`src/rtl/seg7_scan_mux_pkg.sv`:
```
// Shared constants for the multiplexed seven-segment scanner: the dark segment
// pattern and the active-low hex glyph table, ordered {g,f,e,d,c,b,a}.
package seg7_scan_mux_pkg;

    localparam logic [7:0] SEG_OFF = 8'hFF;

    localparam logic [6:0] HEX_SEG [16] = '{
        7'h40, 7'h79, 7'h24, 7'h30, 7'h19, 7'h12, 7'h02, 7'h78,
        7'h00, 7'h10, 7'h08, 7'h03, 7'h46, 7'h21, 7'h06, 7'h0E
    };

endpackage

```
`src/rtl/seg7_scan_mux_if.sv`:
```
// Bus between a BCD/hex source and the scanner: digit load side plus the
// board-facing anode/segment pins.
interface seg7_scan_mux_if #(
    parameter int NUM_DIGITS = 4
);
    logic                      enable;
    logic                      load;
    logic [4*NUM_DIGITS-1:0]   digits;
    logic [NUM_DIGITS-1:0]     dp;
    logic [NUM_DIGITS-1:0]     blink_mask;
    logic                      blank_lz;
    logic [NUM_DIGITS-1:0]     an;
    logic [7:0]                segCode;
    logic                      frame_done;

    modport master (
        output enable, load, digits, dp, blink_mask, blank_lz,
        input  an, segCode, frame_done
    );

    modport slave (
        input  enable, load, digits, dp, blink_mask, blank_lz,
        output an, segCode, frame_done
    );
endinterface

```
`src/rtl/seg7_hex_decode.sv`:
```
// Single shared hex-to-segment decoder, fed by the scanner's digit mux.
module seg7_hex_decode
    import seg7_scan_mux_pkg::*;
(
    input  logic [3:0] i_nibble,
    output logic [6:0] o_seg
);

    assign o_seg = HEX_SEG[i_nibble];

endmodule

```
`src/rtl/seg7_scan_mux.sv`:
```
// N-digit multiplexed seven-segment driver with refresh prescaler, frame-aligned
// double-buffered load, leading-zero blanking, decimal points and blink.
module seg7_scan_mux
    import seg7_scan_mux_pkg::*;
#(
    parameter int NUM_DIGITS   = 4,
    parameter int REFRESH_DIV  = 100000,
    parameter int BLINK_FRAMES = 128
) (
    input  logic           clk,
    input  logic           reset,
    seg7_scan_mux_if.slave bus
);

    localparam int PW = $clog2(REFRESH_DIV);
    localparam int IW = $clog2(NUM_DIGITS);
    localparam int BW = $clog2(BLINK_FRAMES) + 1;

    logic [PW-1:0]             r_presc;
    logic [IW-1:0]             r_idx;
    logic [BW-1:0]             r_blinkCnt;
    logic                      r_blinkPhase;

    logic [4*NUM_DIGITS-1:0]   r_pendDigits;
    logic [NUM_DIGITS-1:0]     r_pendDp;
    logic [NUM_DIGITS-1:0]     r_pendBlink;
    logic [4*NUM_DIGITS-1:0]   r_actDigits;
    logic [NUM_DIGITS-1:0]     r_actDp;
    logic [NUM_DIGITS-1:0]     r_actBlink;

    logic [NUM_DIGITS-1:0]     r_an;
    logic [7:0]                r_segCode;
    logic                      r_frameDone;

    logic                      w_tick;
    logic                      w_frameEnd;
    logic [3:0]                w_nibble;
    logic                      w_dpBit;
    logic                      w_blinkBit;
    logic                      w_lzBit;
    logic [NUM_DIGITS-1:0]     w_lzBlank;
    logic                      w_zeroAbove;
    logic                      w_dark;
    logic [6:0]                w_seg;
    logic [NUM_DIGITS-1:0]     w_anLit;

    assign w_tick     = bus.enable && (r_presc == PW'(REFRESH_DIV - 1));
    assign w_frameEnd = w_tick && (r_idx == IW'(NUM_DIGITS - 1));

    always_ff @(posedge clk) begin
        if (reset) begin
            r_presc      <= '0;
            r_idx        <= '0;
            r_blinkCnt   <= '0;
            r_blinkPhase <= 1'b0;
        end else begin
            if (bus.enable) begin
                r_presc <= w_tick ? '0 : r_presc + 1'b1;
            end
            if (w_tick) begin
                r_idx <= w_frameEnd ? '0 : r_idx + 1'b1;
            end
            if (w_frameEnd) begin
                if (r_blinkCnt == BW'(BLINK_FRAMES - 1)) begin
                    r_blinkCnt   <= '0;
                    r_blinkPhase <= ~r_blinkPhase;
                end else begin
                    r_blinkCnt <= r_blinkCnt + 1'b1;
                end
            end
        end
    end

    // Active contents only change on a frame boundary, so a frame never mixes
    // old and new digits; a load landing on the boundary bypasses straight in.
    always_ff @(posedge clk) begin
        if (reset) begin
            r_pendDigits <= '0;
            r_pendDp     <= '0;
            r_pendBlink  <= '0;
            r_actDigits  <= '0;
            r_actDp      <= '0;
            r_actBlink   <= '0;
        end else begin
            if (bus.load) begin
                r_pendDigits <= bus.digits;
                r_pendDp     <= bus.dp;
                r_pendBlink  <= bus.blink_mask;
            end
            if (w_frameEnd) begin
                r_actDigits <= bus.load ? bus.digits     : r_pendDigits;
                r_actDp     <= bus.load ? bus.dp         : r_pendDp;
                r_actBlink  <= bus.load ? bus.blink_mask : r_pendBlink;
            end
        end
    end

    always_comb begin
        w_lzBlank   = '0;
        w_zeroAbove = 1'b1;
        for (int k = NUM_DIGITS - 1; k >= 1; k--) begin
            w_zeroAbove  = w_zeroAbove && (r_actDigits[4*k +: 4] == 4'h0);
            w_lzBlank[k] = bus.blank_lz && w_zeroAbove;
        end
    end

    always_comb begin
        w_nibble   = '0;
        w_dpBit    = 1'b0;
        w_blinkBit = 1'b0;
        w_lzBit    = 1'b0;
        for (int k = 0; k < NUM_DIGITS; k++) begin
            if (r_idx == IW'(k)) begin
                w_nibble   = r_actDigits[4*k +: 4];
                w_dpBit    = r_actDp[k];
                w_blinkBit = r_actBlink[k];
                w_lzBit    = w_lzBlank[k];
            end
        end
    end

    seg7_hex_decode u_decode (
        .i_nibble (w_nibble),
        .o_seg    (w_seg)
    );

    assign w_anLit = ~(NUM_DIGITS'(1) << r_idx);
    assign w_dark  = !bus.enable || w_lzBit || (r_blinkPhase && w_blinkBit);

    // Pins are registered from the current index, so exactly one anode is low
    // at a time and segments never straddle two digits.
    always_ff @(posedge clk) begin
        if (reset) begin
            r_an        <= '1;
            r_segCode   <= SEG_OFF;
            r_frameDone <= 1'b0;
        end else begin
            r_frameDone <= w_frameEnd;
            if (w_dark) begin
                r_an      <= '1;
                r_segCode <= SEG_OFF;
            end else begin
                r_an      <= w_anLit;
                r_segCode <= {~w_dpBit, w_seg};
            end
        end
    end

    assign bus.an         = r_an;
    assign bus.segCode    = r_segCode;
    assign bus.frame_done = r_frameDone;

endmodule

```
`src/flat_wrapper.sv`:
```
// flat-port wrapper written by rule: the top's interface ports become plain ports
module seg7_scan_mux_flat import seg7_scan_mux_pkg::*;
#(
    parameter int NUM_DIGITS   = 4,
    parameter int REFRESH_DIV  = 100000,
    parameter int BLINK_FRAMES = 128
)
  (clk, reset, bus_enable, bus_load, bus_digits, bus_dp, bus_blink_mask, bus_blank_lz, bus_an, bus_segCode, bus_frame_done);
  seg7_scan_mux_if #(.NUM_DIGITS(NUM_DIGITS)) bus_i ();
  input  logic clk;
  input  logic reset;
  input wire logic [$bits(bus_i.enable)-1:0] bus_enable;
  input wire logic [$bits(bus_i.load)-1:0] bus_load;
  input wire logic [$bits(bus_i.digits)-1:0] bus_digits;
  input wire logic [$bits(bus_i.dp)-1:0] bus_dp;
  input wire logic [$bits(bus_i.blink_mask)-1:0] bus_blink_mask;
  input wire logic [$bits(bus_i.blank_lz)-1:0] bus_blank_lz;
  output wire logic [$bits(bus_i.an)-1:0] bus_an;
  output wire logic [$bits(bus_i.segCode)-1:0] bus_segCode;
  output wire logic [$bits(bus_i.frame_done)-1:0] bus_frame_done;
  assign bus_i.enable = bus_enable;
  assign bus_i.load = bus_load;
  assign bus_i.digits = bus_digits;
  assign bus_i.dp = bus_dp;
  assign bus_i.blink_mask = bus_blink_mask;
  assign bus_i.blank_lz = bus_blank_lz;
  assign bus_an = bus_i.an;
  assign bus_segCode = bus_i.segCode;
  assign bus_frame_done = bus_i.frame_done;
  seg7_scan_mux #(.NUM_DIGITS(NUM_DIGITS), .REFRESH_DIV(REFRESH_DIV), .BLINK_FRAMES(BLINK_FRAMES)) u_core (.clk(clk), .reset(reset), .bus(bus_i));
endmodule
```
`config.mk`:
```
export PLATFORM = sky130hd
export DESIGN_NAME = seg7_scan_mux_flat
export DESIGN_NICKNAME = d
export VERILOG_FILES = /design/src/rtl/seg7_scan_mux_pkg.sv /design/src/rtl/seg7_scan_mux_if.sv /design/src/rtl/seg7_hex_decode.sv /design/src/rtl/seg7_scan_mux.sv /design/src/flat_wrapper.sv
export SDC_FILE = /design/constraint.sdc
export NUM_CORES = 1
export LEC_CHECK = 0
export ABC_AREA = 1
export CAP_MARGIN = 20
export CORE_MARGIN = 2
export CORE_UTILIZATION = 60
export DETAILED_ROUTE_END_ITERATION = 10
export PLACE_DENSITY = 0.84
export SLEW_MARGIN = 20
export SYNTH_ARGS = -nofsm -noshare
export SYNTH_HDL_FRONTEND = slang
export SYNTH_SLANG_ARGS = --single-unit
```
`constraint.sdc`:
```
create_clock -name clk -period 5 [get_ports clk]
set_input_delay 1 -clock clk [delete_from_list [all_inputs] [get_ports clk]]
set_output_delay 1 -clock clk [all_outputs]
set_load 0.01 [all_outputs]
```
# Word-level counts from Yosys, hierarchy flattened
# Memory sizes are Yosys's and may differ from the RTL's. A register that Yosys moved wholly into a read port is not among the register bits.
# Cells that the tools add are included.
[word_totals]
ff_bits = 89
wordCells = 68
mem_bits_ro = 112
mem_count = 1
output_inout_bits = 13
input_bits = 29
[classes]
order_cmp = 1
bitwise_logic = 4
n_shift = 1
n_reduce_logical = 17
addsub = 3
n_eq_ne = 5
mux = 23
[mem_list]
columns = ["memory", "depth", "width", "read_ports", "rd_ports_with_merged_regs", "wr", "line_no", "text"]
rows = [
  ["(name not given)", 16, 7, 1, 1, 0, "seg7_hex_decode.sv:9", "assign o_seg = HEX_SEG[i_nibble];"],
]
[ops]
columns = ["op", "n"]
rows = [
  ["2-to-1 mux 4 bit", 6],
  ["adder 17 x 1 -> 17 bit (second input constant)", 1],
  ["equality test 17 bit (second input constant)", 1],
  ["2-to-1 mux 17 bit", 1],
  ["2-to-1 mux 16 bit", 1],
  ["2-to-1 mux 7 bit", 2],
  ["zero test 4 bit", 3],
  ["2-to-1 mux 1 bit", 11],
  ["adder 8 x 1 -> 8 bit (second input constant)", 1],
  ["equality test 8 x 7 -> 1 bit (second input constant)", 1],
  ["logical AND 1 bit", 8],
  ["2-to-1 mux 8 bit", 1],
  ["greater-or-equal comparator 5 bit (second input constant)", 1],
  ["NOT 4 -> 5 bit", 1],
  ["equality test 2 bit (second input constant)", 2],
  ["NOT 4 bit", 1],
  ["<< shifter 1 x 2 -> 4 bit (first input constant)", 1],
  ["adder 2 x 1 -> 2 bit (second input constant)", 1],
  ["equality test 2 x 1 -> 1 bit (second input constant)", 1],
  ["zero test 2 bit", 1],
  ["logical OR 1 bit", 2],
  ["2-to-1 mux 2 bit", 1],
  ["NOT 1 bit", 2],
  ["AND reduction 2 bit", 1],
  ["other kinds (2)", 2],
]

# Logic depth before layout (Yosys ltp)
[depth]
word_depth = 10
depth_mapped = 13
ltp_nobuf = 13

# Modules after synthesis
# A second synthesis with hierarchy kept.
[unflattened]
cells_unflattened = 526
hier_area_um2 = 4080.2
[by_module_without_submodules]
columns = ["mod", "cells_each", "instances", "seq_area_each_um2", "area_per_inst_um2"]
rows = [
  ["seg7_scan_mux", 473, 1, 1781.7, 3794.9],
  ["seg7_hex_decode", 53, 1, 0.0, 285.3],
]

# Worst setup path before layout
# Ideal clock, no wire load.
[synth_timing]
kind = "reg-to-reg"
from = "register u_core.r_idx[0]"
to = "register u_core.r_segCode[5], in the netlist u_core.bus.segCode[5]"
synth_period_minus_slack_ps = 1980
required_time_ps = 4871
slack_ps = 3020
path_buffers = 1
setup_ps = 129
t_arrival_ps = 1851
path_stages_with_launch = 13
cell_sequence = "dfxtp_1 > inv_1 > ha_1 > buf_2 > inv_2 > o21ai_0 > o21ai_1 > inv_1 > ha_1 > nand2_1 > o21ai_0 > nand2_1 > nand3_1"
[synth_between]
elab_chain_cells = 8
word_cells_on_any_way = 20
classes_between = "3 x eq/ne; 11 x mux; 1 x bitwise; 5 x reduce/logical"
[synth_rtl]
columns = ["item", "line_no", "text"]
rows = [
  ["start, declared", "seg7_scan_mux.sv:20", "logic [IW-1:0] r_idx;"],
  ["start signal, assigned", "seg7_scan_mux.sv:61", "r_idx <= w_frameEnd ? '0 : r_idx + 1'b1;"],
  ["zero test 2 bit", "seg7_scan_mux.sv:113", "if (r_idx == IW'(k)) begin"],
  ["2-to-1 mux 1 bit (4 in series)", "seg7_scan_mux.sv:113", ""],
  ["logical AND 1 bit", "seg7_scan_mux.sv:128", "assign w_dark = !bus.enable || w_lzBit || (r_blinkPhase && w_blinkBit);"],
  ["logical OR 1 bit", "seg7_scan_mux.sv:128", ""],
  ["OR reduction 2 bit (no source line)", "n/a", ""],
  ["end, declared", "seg7_scan_mux.sv:32", "logic [7:0] r_segCode;"],
]
# Several ways; a longest one is shown, not always the timed one.
# A chain may end at the register's enable or synchronous reset.

==> impl_metrics.tcl <==
set metrics [dict create \
    critPathMaxStageDelay_ns 0.62 \
    gp_congestion 0.894 \
    dr.pass1.iters 5 \
    setup_tns_ns 0 \
    place_area_sq_um 4560 \
    synthMuxAreaShare_pct 5.55 \
    grt_overflow 0 \
    synth_top_family_by_area "simple AND/OR/NAND/NOR gates" \
    grt_start_max_net_pins 28 \
    ant_nets 0 \
    ys_types 41 \
    gr-usage-all-layers_pct 25.1 \
    clkTransAtPathRegs_ns 0.09 \
    avgRoutedWirePerCell_microns 14.1 \
    arrival_ns 3.33 \
    min_period_over_period_pct 60.8 \
    synth.area.top_cells "dfxtp_1 43%, nand2_1 7.4%, nor2_1 6.2%" \
    cts_resized 0 \
    syn_nets 551 \
    slew-limit-headroom_pct 43.4 \
    synth_top_area_share_pct 43.0 \
    vias 3480 \
    cts_buffer_depth 2 \
    p_leak_nw 1.98 \
    cp_max_fo 27 \
    die_h_microns 87.1 \
    skew_ns 0.0102 \
    synth-simple-area-share_pct 25.7 \
    cp-end-kind "flip-flop" \
    synthFlopType "dfxtp_1" \
    min_period_ns 3.04 \
    ios 42 \
    hold_path_depth 2 \
    dp.cells 616 \
    dp_hpwl_microns 6430 \
    fillers 565 \
    row_count 30 \
    worstSetupPathType "input port to flip-flop" \
    required_ns 5.29 \
    vdd_drop_max_mv 0.200 \
    hold_path.class "flip-flop to flip-flop" \
    cp.depth 5 \
    synthXorXnorAreaFrac_pct 1.06 \
    maxCapViolCount 0 \
    cp_cell_sequence "clkdlybuf4s50_1 > buf_4 > inv_1 > nand3_4 > o22ai_2" \
    die-area_sq_um 7590 \
    cts_num_sinks 89 \
    port_buffers 41 \
    clock.fmax_mhz 329 \
    syn_area_per_cell_sq_um 8.13 \
    startpoint_type "input port" \
    antenna_cells 0 \
    synthAdderAreaFrac_pct 3.62 \
    first_global_vias 3325 \
    critPathBufInv 3 \
    p_per_area_nw_per_um2 288 \
    ys_seq_area_share_pct 43.0 \
    grt_setup_unrepaired "false" \
    p_total_w 0.00138 \
    start_util_pct 61.4 \
    final_cells 632 \
    synth-compound-area-share_pct 13.3 \
    async_flop_share_pct 0 \
    synth_edf_count 0 \
    stdcell_area_sq_um 4790 \
    fp.coreArea_sq_um 6760 \
    clockRootBuffer "clkbuf_8" \
    final-hold-violation-count 0 \
    status "finished clean" \
    fin_nets 588 \
    vias_per_cell 5.51 \
    antenna_found_initial 0 \
    tritoncts "built" \
    cts_inserted_buffers 9 \
    drc 0 \
    clock_latency_ns 0.37 \
    synthCells 510 \
    fp.dieW_microns 87.1 \
    syn_to_final_growth_pct 15.6 \
    cp_top_family "buffers and inverters" \
    grt_pass1_wl_microns 15000 \
    reg2reg_depth 9 \
    synth-seq-cells 89 \
    yosys_warnings 0 \
    postCtsSetupBuffers 0 \
    worstMarginPinSlew_ns 0.849 \
    synth.largest_area_cell "dfxtp_1" \
    final_layout_size_suffix_gt1_share_pct 12.0 \
    holdBufCountCts 0 \
    setup_violations 0 \
    htreeDepth 3 \
    synthesis.area_sq_um 4150 \
    drt_first_iter_violations 202 \
    drt-total-wl_microns 8890 \
    maxSlewViolCount 0 \
    critPathSlowestCell "clkdlybuf4s50_1" \
]
power by group:
| group | switching [W] | internal, W | leakage, nW |
|---|---|---|---|
| Sequential | 0.00000504 | 0.000724 | 0.724 |
| Clock | 0.000255 | 0.000310 | 0.117 |
| Combinational | 0.0000453 | 0.0000418 | 1.14 |
per-layer routing:
| layer | wire, microns | GRT usage (%) |
|---|---|---|
| met1 | 3930 | 30.7 |
| met2 | 4410 | 43.4 |
| met5 | 0 | 0 |
| met3 | 413 | 6.35 |
| met4 | 148 | 7.97 |
cell families (layout without fill, tap and decap cells):
group / count (synthesis) / in the layout
AOI/OAI and AO/OA: 80 / 80
buffers and inverters: 74 / 116
and+or+nand+nor: 227 / 227
adders and majority gates: 12 / 12
DFF: 89 / 89
xor gates and xnor gates: 5 / 5
muxes: 23 / 23
metrics by stage:
step | hold slack [ns] | utilization, % | setup WS (ns)
after floorplan | 0.428 | - | 3.02
after global placement | 0.442 | 67.5 | 1.70
after detailed placement | 0.450 | 67.5 | 1.63
after CTS | 0.461 | 70.9 | 1.97
after global routing | 0.483 | 70.9 | 1.68
final | 0.467 | 70.9 | 1.96
cells in the mapped netlist (2+ instances only):
master    instances
nor2_1           69
buf_6             4
nor2_2            2
o21ai_0          13
nand3_1          37
o31ai_1           2
ha_1             12
nor3_1            9
mux2i_1          23
nand3_2           4
xor2_1            4
dfxtp_1          89
a31oi_1           2
o21ai_2          11
o22ai_1           2
inv_1            52
clkbuf_1          3
nand4_1           7
nand2_2           3
buf_2             9
nand2_1          82
nor3_2            5
a21oi_1          31
nand2_4           3
o211ai_1          3
o22ai_2          10
inv_2             5
layout make-up:
| class | count | area [sq um] | share of cell area (%) |
|---|---|---|---|
| multi-input cells | 347 | 2040 | 42.6 |
| clock buffers | 12 | 155 | 3.24 |
| repair buffers | 43 | 425 | 8.88 |
| flip-flops and latches | 89 | 1780 | 37.2 |
| inverters | 57 | 214 | 4.46 |
| clock inverters | 4 | 73.8 | 1.54 |
| well taps | 80 | 100 | 2.09 |
sequential cells by signal, summed over array words and instances, names as in the netlist:
signal / flops
u_core.r_idx: 2
u_core.r_presc: 17
u_core.r_pendDp: 4
u_core.r_pendDigits: 16
u_core.bus.an: 4
u_core.bus.frame_done: 1
u_core.r_blinkCnt: 8
u_core.r_pendBlink: 4
u_core.r_actDigits: 16
u_core.r_blinkPhase: 1
u_core.r_actDp: 4
u_core.bus.segCode: 8
u_core.r_actBlink: 4
worst reg2reg max path: stages, from the launching register on:
cell      delay [ns]
dfxtp_1         0.39
ha_1            0.69
inv_1           0.33
o21ai_0         0.61
inv_1           0.19
ha_1            0.27
inv_1           0.11
nand2_1         0.09
o211ai_1        0.12
nand3_1         0.09
cell usage in the layout (no fill, tap or decap), drive strengths merged:
cell type	synthesis	routed
clkdlybuf4s50	0	41
inv	57	58
a31oi	2	2
clkinv	0	1
a2bb2oi	1	1
bufinv	0	2
a21oi	32	32
nand4	7	7
a22oi	1	1
nor2	73	73
xor2	4	4
mux2i	23	23
nor3	14	14
o21ai	25	25
o221a	1	1
xnor2	1	1
clkbuf	3	12
o211ai	3	3
buf	14	2
nand3	42	42
o22ai	12	12
o31ai	2	2
dfxtp	89	89
ha	12	12
nor4	1	1
or2	1	1
nor3b	1	1
a211oi	1	1
nand2	88	88
worst paths after layout:
check / start / end / slack [ns]
max reg2reg: u_core.r_idx[0] / u_core.bus.segCode[0] / 1.97
max: reset / u_core.r_actDigits[11] / 1.96
min reg2reg: u_core.r_blinkPhase / u_core.r_blinkPhase / 0.47
min: u_core.r_blinkPhase / u_core.r_blinkPhase / 0.47
(Power assumes the default switching activity.)
==> edit (same flow settings) <==
`NUM_DIGITS` is set to 4 in 3 places; all go to 8.
--- a/src/rtl/seg7_scan_mux_if.sv
+++ b/src/rtl/seg7_scan_mux_if.sv
@@ -3,3 +3,3 @@
 interface seg7_scan_mux_if #(
-    parameter int NUM_DIGITS = 4
+    parameter int NUM_DIGITS = 8
 );
--- a/src/rtl/seg7_scan_mux.sv
+++ b/src/rtl/seg7_scan_mux.sv
@@ -5,3 +5,3 @@
 #(
-    parameter int NUM_DIGITS   = 4,
+    parameter int NUM_DIGITS   = 8,
     parameter int REFRESH_DIV  = 100000,
--- a/src/flat_wrapper.sv
+++ b/src/flat_wrapper.sv
@@ -3,3 +3,3 @@
 #(
-    parameter int NUM_DIGITS   = 4,
+    parameter int NUM_DIGITS   = 8,
     parameter int REFRESH_DIV  = 100000,
Interface: changed (resized bus_an, bus_blink_mask, bus_digits and bus_dp); port bits go from 42 to 70. The function was not compared with the original's and may differ.
==> edit against the unedited design <==
Wire length grew 63%; total power grew 78%; critical path depth grew 5; final area grew 54%; sequential cell count grew 53; sequential share of layout area grew 1.3 points; area after synthesis grew 47%; worst setup slack gained 87 ps.
==> edit: results (changes against the unedited design) <==
Setup path:
- The number of cells on the worst reg-to-reg path is 18 (+9).
- The slack of the worst reg-to-reg path was 2200 ps (+230 ps).
- The reg-to-reg startpoint is u_core.r_idx[2]$_SDFFE_PP0P_.
- The most critical setup path has its endpoint at u_core.r_blinkCnt[1]$_SDFFE_PP0P_.
- The launch point of the critical path is bus_enable.

Detailed routing:
- The met1 routed wirelength after detailed routing is 6.100 mm (+55%).
- The detailed router's first-iteration violation count came to 470 (+130%).
- The average routed wire per standard cell came to 14.85 um (+5.5%).
- The length of routed met2 wiring came to 6.943 mm (+58%).

STA:
- The final clock skew is 7.430 ps (-2.815 ps).

Pwr:
- The leakage power summed over all cells is 3.056 nW (+54%).
- The worst IR drop on VDD came to 0.2309 mV (+16%).
- The combinational group power is 0.147 mW (+69%).
- The net switching power came to 0.5706 mW (+87%).

Synth:
- The share of cell area taken by muxes after synthesis is 7.285% (+1.7 points).
- Yosys attributes the largest share of cell area to dfxtp_1 46%, nand2_1 7.6%, mux2i_1 6.5%, inv_1 6.4%, nor2_1 5.5%.
- The fraction of the mapped netlist area in compound gates is 10.62% (-2.7 points).
- The mean area per synthesized cell is 7.962 um2 (-2.1%).
- After synthesis, the most frequently instantiated cells are 142 x dfxtp_1, 123 x nand2_1, 104 x inv_1.
- The number of nets in the synthesized netlist was 835 (+52%).
- The top cell type's share of synthesized area came to 46.49% (+3.5 points).

GRT:
- The largest net degree at the start of global routing is 65 (+130%).
- The fraction of met2 tracks used by global routing was 43.74% (+0.37 points).
- The via count of the first global-routing pass is 5133 (+54%).
- The all-layer global routing usage was 26.79% (+1.7 points).
- The met1 usage in global routing came to 33.56% (+2.9 points).

Layout:
- The count of non-filler cells in the finished layout is 977 (+55%).
- In the final layout, the registers with the most flip-flops are u_core.r_actDigits (32), u_core.r_pendDigits (32), u_core.r_presc (17).

Worst hold path:
- The path with the worst hold slack has its endpoint at u_core.r_actDigits[2]$_SDFFE_PP0P_.

Run status:
- The run finished with clean final reports.

Place:
- The placed wire-length estimate after detailed placement is 9.892 mm (+54%).
- The instance area after placement is 0.006828 mm2 (+50%).

CTS:
- The source-to-sink clock delay at the later pin of the worst-skew pair is 540 ps (+170 ps).
- The number of H-tree branching levels came to 4 (+1).
-- edit: cell count changes after synthesis, moves of 17 or more --
| cell | change |
|---|---|
| mux2i_1 | +17 |
| inv_1 | +52 |
| o21ai_0 | +23 |
| dfxtp_1 | +53 |
| nor2_1 | +20 |
| o22ai_1 | +27 |
| nand2_1 | +41 |
-- edit: kinds of logic (layout without fill, tap and decap cells) --
| logic type | after synthesis | count (layout) |
|---|---|---|
| AOI/OAI and AO/OA | 114 | 114 |
| xor gates and xnor gates | 8 | 8 |
| adders and majority gates | 14 | 14 |
| buffers and inverters | 138 | 214 |
| DFF | 142 | 142 |
| muxes | 44 | 44 |
| and+or+nand+nor | 308 | 308 |
-- edit: cell type report --
cell class	count	area, um2	area share [%]
multi-input cells	488	2699	36.56
repair buffers	73	725.7	9.831
clock inverters	14	121.4	1.644
well taps	133	166.4	2.254
clock buffers	18	417.9	5.661
flip-flops and latches	142	2843	38.51
inverters	109	409.1	5.542
